===== src/rtl/ps2_pkg.sv =====
// ps2_pkg: shared PS/2 types and command constants
package ps2_pkg;
  typedef enum logic [2:0] {
    S_IDLE, S_INHIBIT, S_RTS, S_SEND, S_ACK, S_WAIT_REL, S_FINISH
  } ps2_state_e;
  localparam logic [7:0] CMD_RESET    = 8'hFF;
  localparam logic [7:0] CMD_ENABLE   = 8'hF4;
  localparam logic [7:0] CMD_SET_RATE = 8'hF3;
  localparam logic [7:0] ACK_BYTE     = 8'hFA;
endpackage


===== src/rtl/ps2_sync_edge.sv =====
// ps2_sync_edge: 2-FF synchroniser for PS/2 clock/data plus clock falling-edge detect
module ps2_sync_edge (
  input  logic clk,
  input  logic rst_n,
  input  logic ps2_clk_i,
  input  logic ps2_data_i,
  output logic clk_s,
  output logic data_s,
  output logic clk_fall
);
  logic [1:0] cq, dq;
  logic clk_d;
  always_ff @(posedge clk)
    if (!rst_n) begin
      cq <= '1;
      dq <= '1;
      clk_d <= 1'b1;
    end else begin
      cq <= {cq[0], ps2_clk_i};
      dq <= {dq[0], ps2_data_i};
      clk_d <= cq[1];
    end
  assign clk_s = cq[1];
  assign data_s = dq[1];
  assign clk_fall = clk_d & ~cq[1];
endmodule


===== src/rtl/ps2_host_tx.sv =====
// ps2_host_tx: sends one command byte host-to-device over PS/2 and reports ACK or error
module ps2_host_tx
  import ps2_pkg::*;
#(
  parameter int CLK_FREQ_HZ = 100_000_000,
  parameter int INHIBIT_US  = 100,
  parameter int TIMEOUT_US  = 15000
) (
  input  logic       clk,
  input  logic       rst_n,
  input  logic [7:0] tx_data,
  input  logic       tx_valid,
  output logic       tx_ready,
  output logic       tx_done,
  output logic       tx_error,
  input  logic       ps2_clk_i,
  input  logic       ps2_data_i,
  output logic       ps2_clk_oe,
  output logic       ps2_data_oe,
  output logic       busy
);
  localparam longint INH_CYC = longint'(INHIBIT_US) * longint'(CLK_FREQ_HZ) / longint'(1_000_000);
  localparam longint TO_CYC  = longint'(TIMEOUT_US) * longint'(CLK_FREQ_HZ) / longint'(1_000_000);
  localparam longint CNT_MAX = INH_CYC > TO_CYC ? INH_CYC : TO_CYC;
  localparam int CW = $clog2(CNT_MAX) + 1;
  localparam logic [CW-1:0] INH_LAST = CW'(INH_CYC - 1);
  localparam logic [CW-1:0] TO_LAST  = CW'(TO_CYC - 1);

  ps2_state_e state, state_n;
  logic [CW-1:0] cnt, cnt_n;
  logic [3:0] idx, idx_n;
  logic [9:0] shreg, shreg_n;
  logic err, err_n;
  logic clk_s, data_s, clk_fall;

  ps2_sync_edge u_sync (
    .clk(clk), .rst_n(rst_n), .ps2_clk_i(ps2_clk_i), .ps2_data_i(ps2_data_i),
    .clk_s(clk_s), .data_s(data_s), .clk_fall(clk_fall)
  );

  always_ff @(posedge clk)
    if (!rst_n) begin
      state <= S_IDLE;
      cnt <= '0;
      idx <= '0;
      shreg <= '0;
      err <= 1'b0;
    end else begin
      state <= state_n;
      cnt <= cnt_n;
      idx <= idx_n;
      shreg <= shreg_n;
      err <= err_n;
    end

  // One counter times the inhibit phase, then restarts at RTS as the transfer timeout
  always_comb begin
    state_n = state;
    cnt_n = cnt + 1'b1;
    idx_n = idx;
    shreg_n = shreg;
    err_n = err;
    tx_ready = 1'b0;
    tx_done = 1'b0;
    tx_error = 1'b0;
    ps2_clk_oe = 1'b0;
    ps2_data_oe = 1'b0;
    case (state)
      S_IDLE: begin
        tx_ready = 1'b1;
        cnt_n = '0;
        if (tx_valid) begin
          shreg_n = {1'b1, ~^tx_data, tx_data};
          idx_n = '0;
          err_n = 1'b0;
          state_n = S_INHIBIT;
        end
      end
      S_INHIBIT: begin
        ps2_clk_oe = 1'b1;
        ps2_data_oe = cnt == INH_LAST;
        if (cnt == INH_LAST) begin
          cnt_n = '0;
          state_n = S_RTS;
        end
      end
      S_RTS: begin
        ps2_data_oe = 1'b1;
        state_n = clk_fall ? S_SEND : S_RTS;
      end
      S_SEND: begin
        ps2_data_oe = ~shreg[0];
        if (clk_fall) begin
          shreg_n = {1'b1, shreg[9:1]};
          idx_n = idx + 1'b1;
          state_n = idx == 4'd8 ? S_ACK : S_SEND;
        end
      end
      S_ACK:
        if (clk_fall) begin
          err_n = data_s;
          state_n = data_s ? S_FINISH : S_WAIT_REL;
        end
      S_WAIT_REL: state_n = clk_s && data_s ? S_FINISH : S_WAIT_REL;
      S_FINISH: begin
        tx_done = ~err;
        tx_error = err;
        state_n = S_IDLE;
      end
      default: state_n = S_IDLE;
    endcase
    if (cnt == TO_LAST && state inside {S_RTS, S_SEND, S_ACK, S_WAIT_REL}) begin
      err_n = 1'b1;
      state_n = S_FINISH;
    end
  end

  assign busy = state != S_IDLE;
endmodule


===== config.mk =====
export PLATFORM = sky130hd
export DESIGN_NAME = ps2_host_tx
export DESIGN_NICKNAME = d
export VERILOG_FILES = /design/src/rtl/ps2_pkg.sv /design/src/rtl/ps2_sync_edge.sv /design/src/rtl/ps2_host_tx.sv
export SDC_FILE = /design/constraint.sdc
export NUM_CORES = 1
export LEC_CHECK = 0
export CAP_MARGIN = 0
export CELL_PAD_IN_SITES_DETAIL_PLACEMENT = 1
export CELL_PAD_IN_SITES_GLOBAL_PLACEMENT = 1
export CORE_MARGIN = 5
export CORE_UTILIZATION = 40
export DETAILED_ROUTE_END_ITERATION = 8
export PLACE_DENSITY = 0.79
export SYNTH_ARGS = -nofsm -noshare
export SYNTH_HDL_FRONTEND = slang
export SYNTH_SLANG_ARGS = --single-unit

===== constraint.sdc =====
create_clock -name clk -period 2.5 [get_ports clk]
set_input_delay 0.75 -clock clk [delete_from_list [all_inputs] [get_ports clk]]
set_output_delay 0.75 -clock clk [all_outputs]
set_load 0.01 [all_outputs]

==> run summary, run 1 <==
The run finished with clean final reports. The type of the worst setup path is reg -> out. The tool flagged a number of max-cap violations equal to 0. The count of endpoints failing setup in the final report is 0.

Wires add up to 5.62 mm. At the worst endpoint, the arrival time is about 1.7 ns. The total I/O pin count came out at 19.

For this run, the total global-route usage over all layers was measured as between 10% and 20%. The final standard cell count with taps included and fillers excluded came out at roughly 380. After routing, the total negative slack on setup checks comes to 0 ns.

In this run the static leakage power is approximately 1.1 nW. The number of max-slew violations in the final report came out at 0. Global routing finished with a remaining overflow of 0. The worst setup slack after placement came out at -0.179 ns. The power density normalized to cell area is 693 nW/µm². The tree built by TritonCTS fans out to 45 sinks. The first detailed-routing pass took 4 iterations. Input and output buffers added on the ports amount to 18.

The final critical-path share of the clock period came out at between 90% and 100%. The number of antenna violations at the first check in global routing came out at 0. The post-layout minimum cycle time came out at around 2.5 ns. The portion of the post-synthesis area used by sequential elements came out at between 40% and 50%. The stage delay of the slowest cell on the critical path is about 0.35 ns. After floorplanning, the core was divided into 27 placement rows. The area of all placed cells without fillers is about 2800 µm². The average detailed-routed wire length per instance is 14.9 µm. The floorplan step set the die height to approximately 84 µm. The clock root buffer master is clkbuf_8.

The number of buffers and inverters on the critical path is 1. The hold buffer count at CTS came out at 0. The worst path required time is 1.75 ns. The H-tree was split into 2 levels. The routed layout has 1934 vias. The clock-pin slew on the worst setup and hold paths came out at 0.09 ns. The width of the die came out at ~84 µm.

TritonCTS built the clock tree. The worst-case headroom to the max-slew limit is between 50% and 60%. The largest net degree at the start of global routing came out at 23. The worst IR drop on VDD is between 0.0003 and 0.0004 V. The number of warnings reported in the yosys synthesis log is 0.

The path class of the tightest hold or removal check is reg -> reg. The share of async-settable or async-resettable flops after synthesis is 0%. The distinct cell type count of the synthesized netlist came out at between 40 and 50. The post-route antenna net violation count came out at 0. The cell that appears most often on the critical path is nor4b_2. A synthesized cell averages 8.61 µm².

The area of the placeable core came out at around 5400 µm². The number of standard cells after synthesis came out at approximately 260. The detailed placer's ending HPWL came out at approximately 4.0 mm. The slack of the critical path came out at 0.0436 ns. The wire length of the first global-routing pass is 9.53 mm. For this design, the slowest cell found on the critical path is dfxtp_2.

The kind of cell with the highest combined delay along the critical path is simple AND/OR/NAND/NOR gates. The number of global-route vias before repair came to around 2000. The total power consumption of the routed design is around 0.0019 W. The number of DRC violations after detailed-routing iteration 0 is 50. The number of fillers in the final layout is around 640. When the netlist entered floorplanning its net count stood at between 200 and 300. The number of synthesized register bits is 45. The upper clock frequency limit is 0.407 GHz. The total CTS buffers is 5. 0 antenna diodes ended up in the layout.

The final net count came out at 320. The maximum buffer depth of the clock tree came out at 2. Setup repair after global routing could not meet its margin everywhere. After detailed routing, the number of remaining DRC violations is 0. The count of placed standard cells including taps came out at around 370. The ratio of cells with drive above 1 in the final layout came out at 20.0%. Compared with the post-synthesis result, the final layout area differs by 27.1%. The latest clock arrival within the worst-skew pair came out at roughly 0.30 ns. Of all nets on the critical path, the largest fanout is 4. The kind of capture point of the worst setup path is a primary output. Between clock sinks in the finished design, the worst skew comes to just under 0.009 ns. Traced cell by cell, the critical path runs through nor4b_2 -> nand4_1 -> nor4b_2 -> a21oi_1 -> nor2_1 -> buf_2. For this run, the leading register cell type out of synthesis is dfxtp_1.

The global placer's final weighted congestion came out at 0.855. The number of hold violations in the final report came out at 0. The count of flip-flops with a built-in enable after synthesis came out at 0. The transition time at the pin with the least slew margin came out at between 0.7 and 0.8 ns. The floorplan step defined a die boundary enclosing just over 7000 µm². The area of the mapped netlist came out at around 2200 µm². Once the floorplan was initialized, standard cells occupied around two fifths of the core. Once placement finished, the instance area stood at ~2700 µm².

STA classifies the critical path startpoint as a flip-flop. Dividing the detail-routed via count by the number of cells gives ~5.
[flip-flops by register name (all words and copies together) (netlist names)]
signal,cells
state,3
shreg,10
cnt,22
u_sync.cq,2
idx,4
u_sync.clk_d,1
err,1
u_sync.dq,2
[per-layer routing]
| metal | vias up | part of all wire, % | global-route usage [%] |
|---|---|---|---|
| met5 | - | 0 | 0 |
| li1 | 977 | - | - |
| met3 | 2 | 2.3 | 3.53 |
| met2 | 24 | 51 | 29.5 |
| met1 | 931 | 45 | 20.0 |
| met4 | 0 | 0.78 | 4.82 |
[cells in the mapped netlist (4+ instances only)]
library cell	instances	area, µm²
inv_1	10	37.5
xnor2_1	20	175
a211oi_1	8	60.1
nand2b_1	7	43.8
a21oi_1	13	65.1
o21ai_0	6	30.0
xor2_1	8	70.1
nand3_1	9	45.0
buf_2	5	25.0
nor3_1	4	20.0
nor2_1	45	169
dfxtp_1	45	901
nand2_1	15	56.3
mux2i_1	10	100
nand4_1	7	43.8
[report_power, final]
group | total [W] | switching (W) | internal (W)
Combinational | 0.000619 | 0.000350 | 0.000269
Clock | 0.000483 | 0.000259 | 0.000225
Sequential | 0.000839 | 0.0000435 | 0.000795
Total | 0.00194 | 0.000652 | 0.00129
[layout by cell type (no fill, tap or decap), types with 3 or more instances in the layout]
| cell | n |
|---|---|
| nor2_1 | 45 |
| dfxtp_1 | 40 |
| buf_4 | 32 |
| xnor2_1 | 20 |
| clkdlybuf4s50_1 | 16 |
| nand2_1 | 15 |
| a21oi_1 | 13 |
| inv_1 | 10 |
| mux2i_1 | 10 |
| xor2_1 | 8 |
| nand3_1 | 8 |
| a211oi_1 | 8 |
| nand2b_1 | 7 |
| nand4_1 | 7 |
| o21ai_0 | 6 |
| clkbuf_8 | 6 |
| dfxtp_2 | 5 |
| nor3_1 | 4 |
| nor4b_2 | 3 |
[cell type report]
class	instances	area, µm²	share of cell area (%)
multi-input cells	191	1250	44.6
flip-flops and latches	45	907	32.4
repair buffers	50	418	14.9
well taps	72	90.1	3.22
clock buffers	6	82.6	2.95
inverters	11	41.3	1.47
clock inverters	2	13.8	0.491
[stage by stage]
step | hold slack [ns] | util (%)
after detailed placement | 0.410 | 48.9
after CTS | 0.423 | 51.3
after global placement | 0.388 | 48.9
final | 0.414 | 51.5
after global routing | 0.425 | 51.5
after floorplan | 0.386 | -
[cells by family (layout without fill, tap and decap cells)]
logic type               Yosys count  in the layout  share of synthesized area, %
AO/OA/AOI/OAI                     36             36                          10.2
adder cells (fa/ha/maj)            3              3                          1.70
flip-flops                        45             45                          40.9
AND/OR/NAND/NOR                  114            114                          27.2
buffers and inverters             20             69                          4.43
XOR/XNOR                          28             28                          11.1
multiplexers                      10             10                          4.54
[worst paths after layout]
kind	endpoint	slack [ns]	from	depth (start not counted)
hold reg to reg	u_sync.dq[1]	0.41	u_sync.dq[0]	1
hold / removal	u_sync.dq[1]	0.41	u_sync.dq[0]	1
setup reg to reg	cnt[14]	0.24	cnt[11]	6
setup / recovery	ps2_data_oe	0.04	cnt[11]	6
[timing repair]
item,in CTS,in global routing
gates resized for setup,15,3
setup endpoints to repair,2,2
setup buffers,0,0
pin swaps,4,3
endpoints found under the hold margin,0,0
Power figures use the tool's default switching activity.
==> run 2, diff against run 1 <==
--- a/config.mk
+++ b/config.mk
@@ -5,13 +5,14 @@
 export SDC_FILE = /design/constraint.sdc
 export NUM_CORES = 1
 export LEC_CHECK = 0
-export CAP_MARGIN = 0
+export ABC_AREA = 1
 export CELL_PAD_IN_SITES_DETAIL_PLACEMENT = 1
 export CELL_PAD_IN_SITES_GLOBAL_PLACEMENT = 1
 export CORE_MARGIN = 5
 export CORE_UTILIZATION = 40
 export DETAILED_ROUTE_END_ITERATION = 8
-export PLACE_DENSITY = 0.79
+export GPL_TIMING_DRIVEN = 0
+export PLACE_DENSITY = 0.82
 export SYNTH_ARGS = -nofsm -noshare
 export SYNTH_HDL_FRONTEND = slang
 export SYNTH_SLANG_ARGS = --single-unit
==> run 2 against run 1 <==
Against the previous run:
- non-clock buffer count down 26
- combinational power decreased by 24%
- clock skew increased by 0.0012 ns
- final area increased by 5.4%
- highest routed layer unchanged
==> run summary, run 2 <==
The total number of clock tree sinks came out at 45. The number of post-CTS setup repair buffers came out at 0. The power density normalized to cell area is around 610 nW/µm². The register with the most flip-flops in the layout has 22 of them. The first global-routing pass estimated ~11 mm of wire.

The number of max-capacitance violations reported is 0. Global routing used 16.2% of the available tracks across all layers. The upper clock frequency limit is ~0.42 GHz.

The distinct cell type count of the synthesized netlist came out at 37. The number of global-route vias before repair is between 2000 and 2500. Clock tree synthesis selected as its root buffer the cell clkbuf_8. The worst path required time is about 1.8 ns. The area fraction of the dominant cell type after synthesis came out at between 30 and 40%. The share of async-settable or async-resettable flops after synthesis is 0%. Setup repair after global routing left no endpoint under its margin. Counting flops per register, the top entry is cnt. The cell area that synthesis handed to floorplanning was between 2000 and 3000 µm². In this run, post-CTS hold repair placed 0 buffers.

The number of standard cells after synthesis came out at about 360. The total CTS buffers came out at 5. The worst-case headroom to the max-slew limit came out at about 70%. The clock arrives with a little over 0.01 ns of skew.

The data arrival at the endpoint of the critical path is about 1.7 ns. The internal power summed over all cells came out at approximately 0.0012 W. After legalization and detailed placement, the total HPWL measured a little under 5 mm. The final critical-path share of the clock period is between 90% and 100%. The largest net degree at the start of global routing is 17. The effective utilization at floorplan is around 41%. The combinational power share is 26.3%. The average detailed-routed wire length per instance is ~14 µm. The run finished with clean final reports.

The min-delay analysis places its worst path in the category reg -> reg. The largest registers in the layout are cnt x22, shreg x10, idx x4. The worst path in the final design needs a cycle of between 2 and 2.5 ns, including I/O delays and setup. Across the VDD grid, the largest voltage drop is ~0.00026 V. In this run, the number of DRC markers left after iteration 0 of detailed routing was 74. The leading cell type by number of instances after synthesis is nand2_1. The instance area after placement is around 2800 µm². The clock reaches the later pin of the worst-skew pair after between 0.3 and 0.4 ns. Among all flip-flop cells after synthesis, the most frequent one is dfxtp_1. After synthesis the netlist holds a flip-flop and latch count of between 40 and 50.

The final wirelength is 6.35 mm. The detailed router placed between 2000 and 2500 vias in this run. Summed over all instances, the cell type with the most area after synthesis is dfxtp_1. The Yosys step of the flow raised 0 warnings. The number of fillers in the final layout came out at just over 800. The cell that appears most often on the critical path is nand2_1. The count of inserted antenna diode cells is 0. The die area came out at about 8100 µm².

The clock network power share came out at roughly 28%. The met3 track demand over resource in global routing came out at approximately 2.6%. The area growth from synthesis to layout is 16.0%. The slack of the critical path came out at slightly above 0.09 ns. In the final layout, the share of cells above drive strength 1 is ~17%. On the worst path, the slowest cell contributes a delay of 0.39 ns. The number of max-slew violations in the final report is 0.

The part of the total power dissipated in sequential elements came out at 45.9%. Of all nets on the critical path, the largest fanout is 4. After synthesis, the most frequently instantiated cells are nand2_1, nor2_1, dfxtp_1, inv_1, nand3_1. The final net count came out at approximately 400. The fraction of power spent switching nets is between 30% and 40%. TritonCTS built the clock tree. The routing usage on met2 is a little under a third. Dividing the detail-routed via count by the number of cells gives 5.12.

The H-tree depth reported by CTS came out at 2. Setup violations remaining at the end of the flow were counted as 0. Ranked by total cell area, the synthesized netlist is headed by dfxtp_1, nand2_1, nor2_1.

Once detail routing completed, the nets flagged for antenna violations numbered 0. The leakage component of the power came out at ~1.2 nW. The synthesized net count came out at ~380. The final global-route overflow total came out at 0. The number of antenna violations at the first check in global routing is 0.

The count of buffers added on input and output ports is 18. Before antenna repair, the detailed router went through 4 iterations. In this run the power spent charging and discharging nets is slightly below 0.0006 W.

The transition time at the pin with the least slew margin is 0.451 ns. The most frequent standard cell in the layout excluding fill and tap cells is nand2_1. The critical path in this run is classified as reg -> out. The worst setup slack after placement came out at -0.0661 ns. The area of the placeable core is 6280 µm². The number of placement rows is 29.

After clock tree synthesis, the clock-pin slew on the worst setup and hold paths is 0.10 ns. The maximum buffer depth of the clock tree came out at 2. The chip height is between 80 and 90 µm. The portion of the post-synthesis area used by sequential elements came out at 35.4%. The number of hold violations in the final report came out at 0. The top cell types in the final layout, fill and taps aside, are nand2_1, nor2_1, inv_1, dfxtp_1, nand3_1.

For this design the top-level I/O count stands at 19. STA classifies the critical path startpoint as a flip-flop. met2 is the most crowded layer. The global placer's final weighted congestion is 0.846.

The count of flip-flops with a built-in enable after synthesis came out at 0. The DRC violations left came out at 0. STA classifies the critical path endpoint as a primary output. The slowest stage of the critical path belongs to the cell dfxtp_2. The mean cell area of the mapped netlist is 7.02 µm². The width of the die came out at 89.8 µm. The signal on the critical path passes through nand2_1 -> inv_1 -> nand2_1 -> nor2_1 -> nand3_1 -> o221ai_2 -> clkdlybuf4s15_2. The finished cells cover between 2000 and 3000 µm². The met1 layer usage reported by global route came out at a little under a fifth.
run 2: kinds of logic (layout without fill, tap and decap cells):
| kind of cell | Yosys count | in the layout | share of synthesized area [%] |
|---|---|---|---|
| AO/OA/AOI/OAI | 45 | 45 | 10.8 |
| buffers and inverters | 54 | 79 | 9.68 |
| flip-flops | 45 | 45 | 35.4 |
| AND/OR/NAND/NOR | 201 | 201 | 37.5 |
| adder cells (fa/ha/maj) | 3 | 3 | 1.47 |
| XOR/XNOR | 15 | 15 | 5.16 |
run 2: worst max-delay path: cells and delay by family, from the launching register on:
kind                   cells  cell delay [ns]
AOI/OAI and AO/OA          1             0.18
buffers and inverters      2             0.38
DFF                        1             0.39
and+or+nand+nor            4             0.39
run 2: power by group through the flow:
stage	Combinational, W	Sequential [W]	Clock [W]
finish	0.000472	0.000825	0.000501
global route	0.000528	0.000832	0.000553
CTS	0.000478	0.000824	0.000520
detailed placement	0.000473	0.000837	0
global placement	0.000458	0.000834	0
floorplan	0.000336	0.000827	0
run 2: area by class of cell:
class | count | area (µm²) | area share (%)
inverters | 47 | 179 | 6.06
clock buffers | 6 | 82.6 | 2.80
plain buffers | 6 | 63.8 | 2.16
multi-input cells | 264 | 1420 | 48.2
well taps | 77 | 96.3 | 3.26
repair buffers | 18 | 181 | 6.14
flip-flops and latches | 45 | 910 | 30.8
clock inverters | 2 | 17.5 | 0.593
run 2: timing repair:
item	4_1_cts	5_1_grt
setup endpoints to repair	1	2
cloned	0	0
resized for setup	7	7
pin swaps	1	0
run 2: metrics by stage:
stage	std cells	TNS [ns]	power (W)	hold slack, ns	utilization (%)
3_5_place_dp	458	-0.0661	0.00131	0.406	45.0
2_1_floorplan	363	0	0.00116	0.393	-
5_1_grt	465	0	0.00191	0.450	47.1
4_1_cts	465	0	0.00182	0.430	46.9
6_report	465	0	0.00180	0.425	47.1
3_3_place_gp	458	-0.0783	0.00129	0.395	45.0
run 2: worst paths after layout:
check,from,endpoint,slack [ns],cells after the start
worst max-delay path,cnt[8],ps2_data_oe,0.09,7
worst min-delay path,u_sync.dq[0],u_sync.dq[1],0.42,1
worst max register to register,cnt[0],state[1],0.85,9
worst min register to register,u_sync.dq[0],u_sync.dq[1],0.42,1
run 2: per-layer routing:
layer / routed length, µm / up-vias / share of wire [%]
li1: - / 1211 / -
met1: 2850 / 1144 / 45
met2: 3290 / 21 / 52
met3: 154 / 7 / 2.4
met4: 63 / 0 / 0.99
met5: 0 / - / 0
